**config.mk**
```make
export PLATFORM = sky130hd
export DESIGN_NAME = i2s_tx_flat
export DESIGN_NICKNAME = d
export VERILOG_FILES = /design/src/rtl/i2s_tx_if.sv /design/src/rtl/i2s_tx.sv /design/src/flat_wrapper.sv
export SDC_FILE = /design/constraint.sdc
export NUM_CORES = 1
export LEC_CHECK = 0
export CAP_MARGIN = 0
export CORE_UTILIZATION = 60
export CTS_BUF_LIST = sky130_fd_sc_hd__clkbuf_8
export CTS_CLUSTER_DIAMETER = 40
export DETAILED_ROUTE_END_ITERATION = 6
export PLACE_DENSITY = 0.91
export SLEW_MARGIN = 20
export SYNTH_ARGS = -nofsm -noshare
export SYNTH_HDL_FRONTEND = slang
export SYNTH_SLANG_ARGS = --single-unit
```
**constraint.sdc**
```tcl
create_clock -name clk -period 6.05 [get_ports clk]
set_input_delay 1.815 -clock clk [delete_from_list [all_inputs] [get_ports clk]]
set_output_delay 1.815 -clock clk [all_outputs]
set_load 0.005 [all_outputs]
```
**src/rtl/i2s_tx_if.sv**
```systemverilog
// i2s_tx_if: sample-pair handshake between a producer and the I2S transmitter
interface i2s_tx_if #(parameter int DATA_W = 24);
  logic [DATA_W-1:0] lft_in;
  logic [DATA_W-1:0] rht_in;
  logic vld;
  logic rdy;
  modport master (output lft_in, rht_in, vld, input rdy);
  modport slave (input lft_in, rht_in, vld, output rdy);
endinterface

```
**src/rtl/i2s_tx.sv**
```systemverilog
// i2s_tx: I2S transmitter with one-pair holding buffer and clk-derived codec clocks
module i2s_tx #(parameter int DATA_W = 24) (
  input  logic   clk,
  input  logic   rst,
  i2s_tx_if.slave bus,
  output logic   MCLK,
  output logic   SCLK,
  output logic   LRCLK,
  output logic   SDout,
  output logic   underrun
);
  logic [10:0] cnt, cnt_n;
  logic [4:0] slot;
  logic full, frame;
  logic [DATA_W-1:0] buf_l, buf_r, sh_l, sh_r, word, tx;
  assign cnt_n = cnt + 11'd1;
  assign frame = &cnt;
  assign slot = cnt_n[9:5];
  assign word = cnt_n[10] ? sh_r : sh_l;
  assign bus.rdy = ~full;
  assign {LRCLK, SCLK, MCLK} = {cnt[10], cnt[4], cnt[1]};
  // free-running counter, serial data advanced only as SCLK falls, underrun pulse at frame start
  always_ff @(posedge clk or posedge rst)
    if (rst) begin
      cnt <= '0;
      SDout <= 1'b0;
      tx <= '0;
      underrun <= 1'b0;
    end else begin
      cnt <= cnt_n;
      if (cnt_n[4:0] == 5'd0) begin
        SDout <= slot == 5'd1 ? word[DATA_W-1] :
                 (slot != 5'd0 && slot <= 5'(DATA_W)) ? tx[DATA_W-1] : 1'b0;
        tx <= slot == 5'd1 ? word << 1 : tx << 1;
      end
      underrun <= frame && !full && !bus.vld;
    end
  // holding buffer fill, and whole-pair load of both shifters at frame start
  always_ff @(posedge clk or posedge rst)
    if (rst) begin
      full <= 1'b0;
      buf_l <= '0;
      buf_r <= '0;
      sh_l <= '0;
      sh_r <= '0;
    end else if (frame) begin
      if (full) begin
        sh_l <= buf_l;
        sh_r <= buf_r;
        full <= 1'b0;
      end else if (bus.vld) begin
        sh_l <= bus.lft_in;
        sh_r <= bus.rht_in;
      end
    end else if (bus.vld && !full) begin
      buf_l <= bus.lft_in;
      buf_r <= bus.rht_in;
      full <= 1'b1;
    end
endmodule

```
**src/flat_wrapper.sv**
```systemverilog
// flat-port wrapper written by rule: the top's interface ports become plain ports
module i2s_tx_flat 
#(parameter int DATA_W = 24)
  (clk, rst, MCLK, SCLK, LRCLK, SDout, underrun, bus_lft_in, bus_rht_in, bus_vld, bus_rdy);
  i2s_tx_if #(.DATA_W(DATA_W)) bus_i ();
  input  logic clk;
  input  logic rst;
  output logic MCLK;
  output logic SCLK;
  output logic LRCLK;
  output logic SDout;
  output logic underrun;
  input wire logic [$bits(bus_i.lft_in)-1:0] bus_lft_in;
  input wire logic [$bits(bus_i.rht_in)-1:0] bus_rht_in;
  input wire logic [$bits(bus_i.vld)-1:0] bus_vld;
  output wire logic [$bits(bus_i.rdy)-1:0] bus_rdy;
  assign bus_i.lft_in = bus_lft_in;
  assign bus_i.rht_in = bus_rht_in;
  assign bus_i.vld = bus_vld;
  assign bus_rdy = bus_i.rdy;
  i2s_tx #(.DATA_W(DATA_W)) u_core (.clk(clk), .rst(rst), .bus(bus_i), .MCLK(MCLK), .SCLK(SCLK), .LRCLK(LRCLK), .SDout(SDout), .underrun(underrun));
endmodule
```
=== Yosys cells after proc, flatten, opt, wreduce, memory -nomap -nowiden ===
Index checks and enable logic that the tools add are counted.

* Add/subtract/negate cells: 1
* Multiply operators: 0
* Div/mod/pow operators: 0
* Magnitude comparators: 1
* Equality and inequality tests: 1
* Shift-type cells: 0
* Muxes and demuxes: 10
* Bitwise gates (word level): 2
* Reductions and logical operators: 13

{| class="wikitable"
|+ Operators by type and width
! kind !! number
|-
| 24-bit two-way mux || 6
|-
| 12-bit AND reduction || 1
|-
| 11-bit by 1-bit adder with 11-bit output, second input constant || 1
|-
| 11-bit AND reduction || 1
|-
| 5-bit by 1-bit equality test with 1-bit output, second input constant || 1
|-
| 5-bit less-or-equal comparator, second input constant || 1
|-
| 5-bit logical NOT || 1
|-
| 5-bit nonzero test || 1
|-
| 1-bit logical AND || 4
|-
| 1-bit two-way mux || 4
|-
| 2-bit nonzero test || 2
|-
| 1-bit logical NOT || 2
|-
| 1-bit NOT || 2
|-
| 2-bit AND reduction || 1
|}

* Register bits: 134
* Bits in latches: 0
* Bits in writable memories: 0
* Bits in read-only memories: 0
* Input bits: 51
* Output and inout port bits: 6
* Logic and storage cells: 37
* Memories: 0

=== Logic depth before layout (Yosys ltp) ===
Gate-level depths: netlist of the first run.

* Depth after elaboration: 5
* Gate-level depth with buffers: 9
* Gate-level depth less buffers: 6

=== Least setup slack after synthesis of the first run ===
Ideal clock, no wire load.

* Kind: flip-flop to output port
* Start: register u_core.full
* End: output port bus_rdy
* Arrival: 1.335 ns
* Required time: 4.235 ns
* Slack: 2.900 ns
* Cell stages (with the launch flop): 5
* Path buffers: 3
* Cells stage by stage: dfrtp_1 > clkbuf_1 > buf_1 > buf_2 > inv_1

* Longest elaborated chain between the ends: 1

{| class="wikitable"
|+ RTL lines
! what !! RTL line !! text
|-
| from (decl) || i2s_tx.sv:14 || <nowiki>logic full, frame;</nowiki>
|-
| from (signal assigned) || i2s_tx.sv:41 || <nowiki>full <= 1'b0;</nowiki>
|-
| from (signal assigned) || i2s_tx.sv:50 || <nowiki>full <= 1'b0;</nowiki>
|-
| from (signal assigned) || i2s_tx.sv:58 || <nowiki>full <= 1'b1;</nowiki>
|-
| 1-bit NOT || i2s_tx.sv:20 || <nowiki>assign bus.rdy = ~full;</nowiki>
|-
| to (decl) || flat_wrapper.sv:16 || <nowiki>output wire logic [$bits(bus_i.rdy)-1:0] bus_rdy;</nowiki>
|}

No other way between the ends.

=== Final worst setup path of the first run ===
* Start: register u_core.cnt[0]
* End: register u_core.tx[22]

* Longest elaborated chain between the ends: 3
* Elaborated cells on any way between the ends: 5
* Those cells by class: add/sub: 1; eq/ne: 1; mux: 2; reduce/logical: 1

{| class="wikitable"
|+ RTL lines
! what !! RTL line !! text
|-
| from (decl) || i2s_tx.sv:12 || <nowiki>logic [10:0] cnt, cnt_n;</nowiki>
|-
| from (signal assigned) || i2s_tx.sv:30 || <nowiki>cnt <= cnt_n;</nowiki>
|-
| 11-bit by 1-bit adder with 11-bit output (*) || i2s_tx.sv:16 || <nowiki>assign cnt_n = cnt + 11'd1;</nowiki>
|-
| 5-bit by 1-bit equality test with 1-bit output / 24-bit two-way mux (equally long branches) || i2s_tx.sv:34, i2s_tx.sv:19 ||
|-
| 24-bit two-way mux || i2s_tx.sv:34 || <nowiki>tx <= slot == 5'd1 ? word << 1 : tx << 1;</nowiki>
|-
| to (signal assigned) || i2s_tx.sv:34 ||
|-
| to (decl) || i2s_tx.sv:15 || <nowiki>logic [DATA_W-1:0] buf_l, buf_r, sh_l, sh_r, word, tx;</nowiki>
|}

Every way passes the cells marked *; elsewhere a longest branch is shown, timed or not.
A chain may end at the register's enable or synchronous reset.

==> results of run 1 <==
## flip-flops by register name, indices dropped and copies added (netlist names)
signal,flops
u_core.tx,23
u_core.sh_r,24
u_core.cnt,11
u_core.buf_l,24
u_core.buf_r,24
u_core.SDout,1
u_core.full,1
u_core.underrun,1
u_core.sh_l,24
## critical path, delay by kind of cell (launching register included)
| family | cells | cell delay [ns] |
|---|---|---|
| AO/OA/AOI/OAI | 3 | 1.77 |
| adder cells (fa/ha/maj) | 1 | 0.46 |
| flip-flops | 1 | 0.50 |
| AND/OR/NAND/NOR | 2 | 0.67 |
## worst max path at each step
stage / startpoint / endpoint / slack [ns]
floorplan: rst / u_core.SDout / 0.68
global placement: bus_vld / u_core.sh_r[20] / 2.00
detailed placement: bus_vld / u_core.sh_r[20] / 1.85
CTS: bus_vld / u_core.sh_r[22] / 2.25
global route: u_core.cnt[0] / u_core.tx[22] / 2.26
finish: u_core.cnt[0] / u_core.tx[22] / 2.47
## logic make-up after synthesis
group / after synthesis / synth area share, %
DFF: 133 / 51.0
AOI/OAI and AO/OA: 131 / 15.3
buffers and inverters: 51 / 4.92
xor gates and xnor gates: 8 / 1.07
adders and majority gates: 1 / 0.192
muxes: 100 / 16.3
and+or+nand+nor: 137 / 11.2
## area by class of cell
cell class | count | area [µm²] | area share [%]
multi-input cells | 377 | 2900 | 39.1
clock buffers | 21 | 289 | 3.89
well taps | 136 | 170 | 2.29
flip-flops and latches | 133 | 3330 | 44.8
repair buffers | 63 | 633 | 8.52
inverters | 4 | 17.5 | 0.236
clock inverters | 11 | 85.1 | 1.15
## per-stage QoR
stage               utilization (%)  hold WS (ns)  power [mW]  cells
global route                   71.3         0.516        1.83    745
global placement               67.4         0.460        1.07    712
floorplan                         -         0.449        1.02    561
finish                         71.3         0.496        1.76    745
CTS                            71.0         0.487        1.77    744
detailed placement             67.4         0.467        1.08    712
## Yosys cell counts, drive strengths merged (2+ instances only)
| cell | instances | area (µm²) |
|---|---|---|
| a2111oi | 22 | 337 |
| a211oi | 2 | 15.0 |
| a21oi | 73 | 365 |
| and2 | 2 | 13.8 |
| and3 | 27 | 191 |
| buf | 30 | 236 |
| clkbuf | 16 | 61.3 |
| dfrtp | 133 | 3330 |
| inv | 4 | 15.0 |
| mux2 | 49 | 552 |
| mux2i | 51 | 510 |
| nand2 | 32 | 130 |
| nand3 | 7 | 60.1 |
| nand4 | 3 | 33.8 |
| nor2 | 54 | 203 |
| nor3 | 3 | 26.3 |
| o211ai | 2 | 15.0 |
| o31ai | 24 | 199 |
| or4 | 2 | 18.8 |
| xnor2 | 4 | 35.0 |
| xor2 | 4 | 35.0 |
## layer usage
| metal | GRT usage [%] | vias up |
|---|---|---|
| met1 | 34.8 | 2323 |
| met4 | 12.5 | 0 |
| li1 | - | 2108 |
| met2 | 44.1 | 223 |
| met5 | 0 | - |
| met3 | 5.27 | 44 |
## power breakdown
part / total [mW] / switching (mW) / internal, mW
sequential: 0.947 / 0.0207 / 0.926
clock: 0.699 / 0.337 / 0.361
combinational: 0.119 / 0.0498 / 0.0692
total: 1.76 / 0.408 / 1.36
==> results.cfg, run 1 <==
[outcome]
status = complete, no violations

[worst_setup_path]
cp_data_required_time_ns = 6.33
r2r.worst_path.cells = 6
reg2reg_slack_ns = 2.47
start_kind = flop
reg2reg_from = u_core.cnt[0]
cp_data_arrival_time_ns = 3.86
path_class = flop to flop
crit_path_max_fanout = 25
end_kind = flop
r2r_end = u_core.tx[22]
slowest_delay_ns = 0.82
critPathSlowestCell = o31ai_4
path_cells = ha_1 > nand4_4 > o31ai_4 > nand2_4 > a2111oi_0 > o31ai_1

[synth]
synth_nets = 613
ys_warn_count = 0
ys_types = 56
synth_cells = 561
seq_area_frac_synth_pct = 51.0
syn_area_um2 = 6530
synth_enable_flop_cells = 0
syn_area_per_cell_um2 = 11.6
ys.flop_type = dfrtp_1
async_flop_share_pct = 100
ys_seq_elements = 133

[hold_path]
hold_path_end = u_core.tx[15]
hold_path.class = flop to flop
min_from = u_core.tx[15]
min_path_cells = 2

[finish]
nFillCells = 668
final_common_cell = dfrtp_1
fin_nets = 648
fin_area_um2 = 7430
n_antenna_cell = 0
drive_above_1_share_pct = 21.7
layout-area-overhead-vs-synth_pct = 13.7
final_cell_mix = 132 x dfrtp_1, 73 x a21oi_1, 56 x clkdlybuf4s50_1, 54 x nor2_1, 50 x mux2i_1

[floorplan]
die_area_um2 = 11300
die-height_um = 106
core-area_um2 = 10400
initial_utilization_pct = 62.7
std_cell_rows = 37
die_w_um = 106
ios = 57

[timing]
fin_skew_ns = 0.0111
setup_tns_ns = 0
setup_ws_ns = 2.47
relSlewSlack_pct = 35.4
fin_crit_ns = 3.58
hold_violations = 0
setup_viol = 0
finalMaxSlewViolations = 0
rsz0062_at_grt = false
fin_crit_sh_pct = 59.2
timing.fmax_mhz = 279
worst-slew-pin-transition_ns = 0.969

[pwr]
total_leakage_power_nw = 3.58
ir_drop_mv = 0.223
power_density_nw_per_um2 = 238

[flow_run]
maxCapViolCount = 0

[global_routing]
grt_pass1_wl_um = 23500
grt_pass1_vias = 4728
grt_overflow = 0
antenna_found_initial = 0
grt.total_usage_pct = 27.0
grt_start_max_net_pins = 69

[detailed_routing]
drtAntennaViolNets = 0
wl_met3_um = 741
drtIter0Drc = 459
top_layer = met4
vias_per_cell = 6.31
met1_length_um = 5860
drcViolationCount = 0
routed_wl_um = 14200
met2_wirelength_um = 7200
drtPass1Iterations = 5
wl_per_cell_um = 19.1
vias = 4698

[placement]
hpwl_um = 8750
preCtsSetupSlack_ns = 1.85
numPortBuffers = 56
placed_cell_area_um2 = 7020
gp_congestion = 0.839

[clock_network]
cts_buffer_depth = 2
postCtsSetupBuffers = 0
worstSkewPairLatency_ns = 0.44
root_buffer = clkbuf_8
cts_buffers = 17
cts-resized-gates = 0
htree_levels = 4
path_clk_slew_ns = 0.08
clkSinkCount = 133
cts_tree = built
holdBufCountCts = 0
Note: power is estimated with default switching activity, not from simulation.
==> run 2, diff against run 1 <==
--- a/config.mk
+++ b/config.mk
@@ -6,11 +6,11 @@
 export NUM_CORES = 1
 export LEC_CHECK = 0
 export CAP_MARGIN = 0
-export CORE_UTILIZATION = 60
+export CORE_UTILIZATION = 54
 export CTS_BUF_LIST = sky130_fd_sc_hd__clkbuf_8
 export CTS_CLUSTER_DIAMETER = 40
 export DETAILED_ROUTE_END_ITERATION = 6
-export PLACE_DENSITY = 0.91
+export PLACE_DENSITY = 0.87
 export SLEW_MARGIN = 20
 export SYNTH_ARGS = -nofsm -noshare
 export SYNTH_HDL_FRONTEND = slang
==> constraint.sdc (replaced) <==
create_clock -name clk -period 3.15 [get_ports clk]
set_input_delay 0.945 -clock clk [delete_from_list [all_inputs] [get_ports clk]]
set_output_delay 0.945 -clock clk [all_outputs]
set_load 0.005 [all_outputs]
==> run 2 against run 1 <==
  * Register-to-register slack got worse by 2.0 ns
  * Fmax rose by 33%
  * Count of clock-buffer cells in the layout down 3
  * Critical endpoint is now u_core.tx[20]
  * Worst hold slack worse by 0.015 ns
  * Flip-flop and latch count stayed put
  * The flow now finishes with violations (DRC)
  * Sequential share of layout area down 0.76 points
  * First-iteration DRC count decreased by 31%
  * Die area up 11%
  * Final cell count grew 1.3%
  * Worst setup slack worse by 2.0 ns
  * Combinational power rose by 95%
  * Clock power up 120%
==> results.cfg, run 2 (synthesis gave the netlist of run 1 again) <==
[outcome]
status = finished, violations left
violations = DRC

[finish]
final_cell_mix = 132 x dfrtp_1, 73 x a21oi_1, 56 x clkdlybuf4s50_1, 54 x nor2_1, 50 x mux2i_1
fin_cells = 755
n_antenna_cell = 0
final_common_cell = dfrtp_1
layout-area-overhead-vs-synth_pct = 15.7
final_core_util_pct = 65.1
fin_nets = 651
fin_area_um2 = 7560
drive_above_1_share_pct = 22.4

[global_routing]
grt_pass1_wl_um = 22600
grt_overflow = 0
antenna_found_initial = 0
grt.total_usage_pct = 22.9
grt_start_max_net_pins = 97
grt_pass1_vias = 4604

[timing]
fin_skew_ns = 0.00749
timing.fmax_mhz = 370
hold_violations = 0
relSlewSlack_pct = 43.7
setup_tns_ns = 0
fin_crit_sh_pct = 85.8
setup_viol = 0
rsz0062_at_grt = false
worst-slew-pin-transition_ns = 0.844
finalMaxSlewViolations = 0
fin_crit_ns = 2.70

[clock_network]
cts_buffer_depth = 2
clkSinkCount = 133
htree_levels = 4
cts_tree = built
worstSkewPairLatency_ns = 0.44
cts_buffers = 17
postCtsSetupBuffers = 0
root_buffer = clkbuf_8
cts-resized-gates = 0
path_clk_slew_ns = 0.07
holdBufCountCts = 0

[detailed_routing]
wl_met3_um = 600
met2_wirelength_um = 6290
met1_length_um = 5770
drcViolationCount = 2
vias = 4496
routed_wl_um = 12900
drtPass1Iterations = 7
top_layer = met4
drtAntennaViolNets = 0
wl_per_cell_um = 17.1
drtIter0Drc = 316
vias_per_cell = 5.95

[placement]
numPortBuffers = 56
hpwl_um = 8550
placed_cell_area_um2 = 7120
gp_congestion = 0.834
dpl.cell_count = 723

[worst_setup_path]
critPathSlowestCell = or4_4
end_kind = flop
path_cells = ha_1 > nand4_4 > or4_4 > nand2_4 > a2111oi_0 > o31ai_1
crit_path_max_fanout = 25
cp_data_arrival_time_ns = 3.05
path_class = flop to flop
start_kind = flop
cp_data_required_time_ns = 3.49
slowest_delay_ns = 0.60

[floorplan]
std_cell_rows = 39
ios = 57
core-area_um2 = 11600
die_w_um = 112
die-height_um = 112
initial_utilization_pct = 56.2
die_area_um2 = 12500

[pwr]
power_density_nw_per_um2 = 474
ir_drop_mv = 0.350
total_leakage_power_nw = 3.62

[hold_path]
hold_path.class = flop to flop

[flow_run]
maxCapViolCount = 0
[run 2: cell count changes in the layout (fill, tap and decap cells not counted), sizes merged]
cell      delta
clkbuf       -3
buf          +3
clkinvlp     +2
clkinv       +1
inv          -3
bufinv       +3
[run 2: layout make-up]
cell class | instances | area, µm²
clock inverter | 14 | 184
clock buffer | 18 | 248
multi-input combinational | 377 | 2900
sequential | 133 | 3330
tap | 143 | 179
fill | 813 | 4060
inverter | 4 | 18.8
timing repair buffer | 66 | 698
[run 2: metal layers]
| layer | up-vias | global-route usage (%) |
|---|---|---|
| met2 | 134 | 37.1 |
| li1 | 2108 | - |
| met3 | 25 | 5.88 |
| met1 | 2229 | 29.8 |
| met4 | 0 | 8.18 |
| met5 | - | 0 |
[run 2: worst paths after layout]
kind	start	to	slack, ns	cells after the start
min	u_core.tx[7]	u_core.tx[7]	0.48	2
max reg2reg	u_core.cnt[0]	u_core.tx[20]	0.45	6
max	u_core.cnt[0]	u_core.tx[20]	0.45	6
min in group asynchronous	rst	u_core.buf_l[1]	0.92	2
max in group asynchronous	rst	u_core.tx[6]	1.61	3
min reg2reg	u_core.tx[7]	u_core.tx[7]	0.48	2
[run 2: stage by stage]
stage / worst slack [ns] / hold slack [ns] / total power [mW]
after floorplan: 0.554 / 0.449 / 1.96
after global placement: 0.677 / 0.460 / 2.07
after detailed placement: 0.491 / 0.468 / 2.08
after CTS: 0.464 / 0.484 / 3.61
after global routing: 0.270 / 0.500 / 3.72
final: 0.449 / 0.481 / 3.58
[run 2: worst max-delay path: cells and delay by family (launching register included)]
kind            cells  cell delay (ns)
simple gates        3             1.17
fa+ha+maj           1             0.44
flops               1             0.51
compound gates      2             0.47
[run 2: power by group]
group,total [mW],switching [mW],internal [mW]
registers,1.81,0.0363,1.78
logic,0.232,0.0930,0.139
clock network,1.53,0.659,0.875
==> run 3, diff against run 2 <==
--- a/config.mk
+++ b/config.mk
@@ -6,11 +6,11 @@
 export NUM_CORES = 1
 export LEC_CHECK = 0
 export CAP_MARGIN = 0
-export CORE_UTILIZATION = 54
+export CORE_UTILIZATION = 60
 export CTS_BUF_LIST = sky130_fd_sc_hd__clkbuf_8
 export CTS_CLUSTER_DIAMETER = 40
 export DETAILED_ROUTE_END_ITERATION = 6
-export PLACE_DENSITY = 0.87
+export PLACE_DENSITY = 0.91
 export SLEW_MARGIN = 20
 export SYNTH_ARGS = -nofsm -noshare
 export SYNTH_HDL_FRONTEND = slang
==> constraint.sdc (replaced) <==
create_clock -name clk -period 3.2 [get_ports clk]
set_input_delay 0.96 -clock clk [delete_from_list [all_inputs] [get_ports clk]]
set_output_delay 0.96 -clock clk [all_outputs]
set_load 0.005 [all_outputs]
==> run 3 against run 2 <==
  * Via count rose by 2.1%
  * Routed wire length rose by 4.0%
  * Critical endpoint is now u_core.tx[4]
  * Combinational power barely moved
  * Worst hold slack improved by 0.0035 ns
  * Sequential power barely moved
  * Worst setup slack improved by 0.018 ns
  * Design area fell by 1.1%
  * Largest power group unchanged
  * Total power fell by 7.9%
  * First-iteration DRC count rose by 40%
  * The flow now finishes without violations
==> results.cfg, run 3 (synthesis gave the netlist of run 1 again) <==
[outcome]
status = complete, no violations

[detailed_routing]
vias_per_cell = 6.13
drtPass1Iterations = 5
vias = 4591
drtIter0Drc = 442
drcViolationCount = 0
wl_per_cell_um = 17.9
drtAntennaViolNets = 0
routed_wl_um = 13400

[finish]
layout-area-overhead-vs-synth_pct = 14.4
n_antenna_cell = 0
final_common_cell = dfrtp_1
fin_nets = 652
final_cell_mix = 132 x dfrtp_1, 73 x a21oi_1, 56 x clkdlybuf4s50_1, 54 x nor2_1, 50 x mux2i_1
drive_above_1_share_pct = 21.4

[floorplan]
std_cell_rows = 37
die_w_um = 106
die_area_um2 = 11300
die-height_um = 106
core-area_um2 = 10400
ios = 57
initial_utilization_pct = 62.7

[timing]
timing.hold.ws_ns = 0.485
hold_violations = 0
finalMaxSlewViolations = 0
relSlewSlack_pct = 43.2
setup_tns_ns = 0
worst-slew-pin-transition_ns = 0.851
rsz0062_at_grt = false
fin_crit_ns = 2.73
fin_crit_sh_pct = 85.4
setup_viol = 0
timing.fmax_mhz = 366
fin_skew_ns = 0.00872

[global_routing]
grt.total_usage_pct = 26.2
grt_start_max_net_pins = 97
antenna_found_initial = 0
grt_overflow = 0
grt_pass1_wl_um = 22900
grt_pass1_vias = 4667

[clock_network]
postCtsSetupBuffers = 0
cts_buffer_depth = 2
htree_levels = 4
path_clk_slew_ns = 0.07
worstSkewPairLatency_ns = 0.44
cts_tree = built
cts_buffers = 17
clkSinkCount = 133
holdBufCountCts = 0
cts-resized-gates = 0
root_buffer = clkbuf_8

[hold_path]
min_path_cells = 2
hold_path.class = flop to flop

[flow_run]
maxCapViolCount = 0

[worst_setup_path]
crit_path_max_fanout = 25
critPathSlowestCell = or4_4
path_cells = ha_1 > nand4_4 > or4_4 > nand2_4 > a2111oi_2 > o31ai_1
path_class = flop to flop
r2r.worst_path.cells = 6
end_kind = flop
cp_data_required_time_ns = 3.52
cp_data_arrival_time_ns = 3.05
slowest_delay_ns = 0.60
start_kind = flop

[placement]
gp_congestion = 0.868
hpwl_um = 8790
numPortBuffers = 56

[pwr]
power_density_nw_per_um2 = 441
ir_drop_mv = 0.358
total_leakage_power_nw = 3.62
==> run 3: through the flow <==
stage                     utilization (%)  worst slack [ns]  power [mW]  instance area, µm²  std cells
after floorplan                         -             0.589        1.93                6530        561
after CTS                            71.7             0.509        3.32                7470        749
after global routing                 71.7             0.323        3.41                7470        749
final                                71.7             0.467        3.30                7470        749
after global placement               68.3             0.714        2.03                7110        717
after detailed placement             68.3             0.601        2.05                7110        717
==> run 3: critical path: cells and delay by family, from the launching register on <==
| family | cells | cell delay (ns) |
|---|---|---|
| flip-flops | 1 | 0.49 |
| AND/OR/NAND/NOR | 3 | 1.17 |
| adder cells (fa/ha/maj) | 1 | 0.40 |
| AO/OA/AOI/OAI | 2 | 0.53 |
==> run 3: final timing paths <==
kind	start	endpoint	slack [ns]
max in group asynchronous	rst	u_core.buf_l[8]	1.62
worst min register to register	u_core.tx[17]	u_core.tx[17]	0.48
worst max-delay path	u_core.cnt[1]	u_core.tx[4]	0.47
worst min-delay path	u_core.tx[17]	u_core.tx[17]	0.48
min in group asynchronous	rst	u_core.cnt[3]	0.90
worst max register to register	u_core.cnt[1]	u_core.tx[4]	0.47
==> run 3: where the power goes <==
| part | switching [mW] | internal (mW) | total [mW] |
|---|---|---|---|
| registers | 0.0377 | 1.75 | 1.79 |
| logic | 0.0938 | 0.136 | 0.230 |
| clock network | 0.605 | 0.673 | 1.28 |
| total | 0.736 | 2.56 | 3.30 |
==> run 3: per-layer routing <==
layer | part of all wire, % | track usage [%] | vias to the layer above
met2 | 50 | 41.7 | 139
li1 | - | - | 2119
met1 | 43 | 34.9 | 2301
met5 | 0 | 0 | -
met4 | 2.5 | 11.7 | 0
met3 | 4.1 | 5.03 | 32
==> run 3: cell type report <==
cell class / count / area (µm²)
clock buffers: 21 / 289
fillers: 649 / 2950
clock inverters: 11 / 71.3
repair buffers: 67 / 693
flip-flops and latches: 133 / 3330
inverters: 4 / 18.8
multi-input cells: 377 / 2900
well taps: 136 / 170
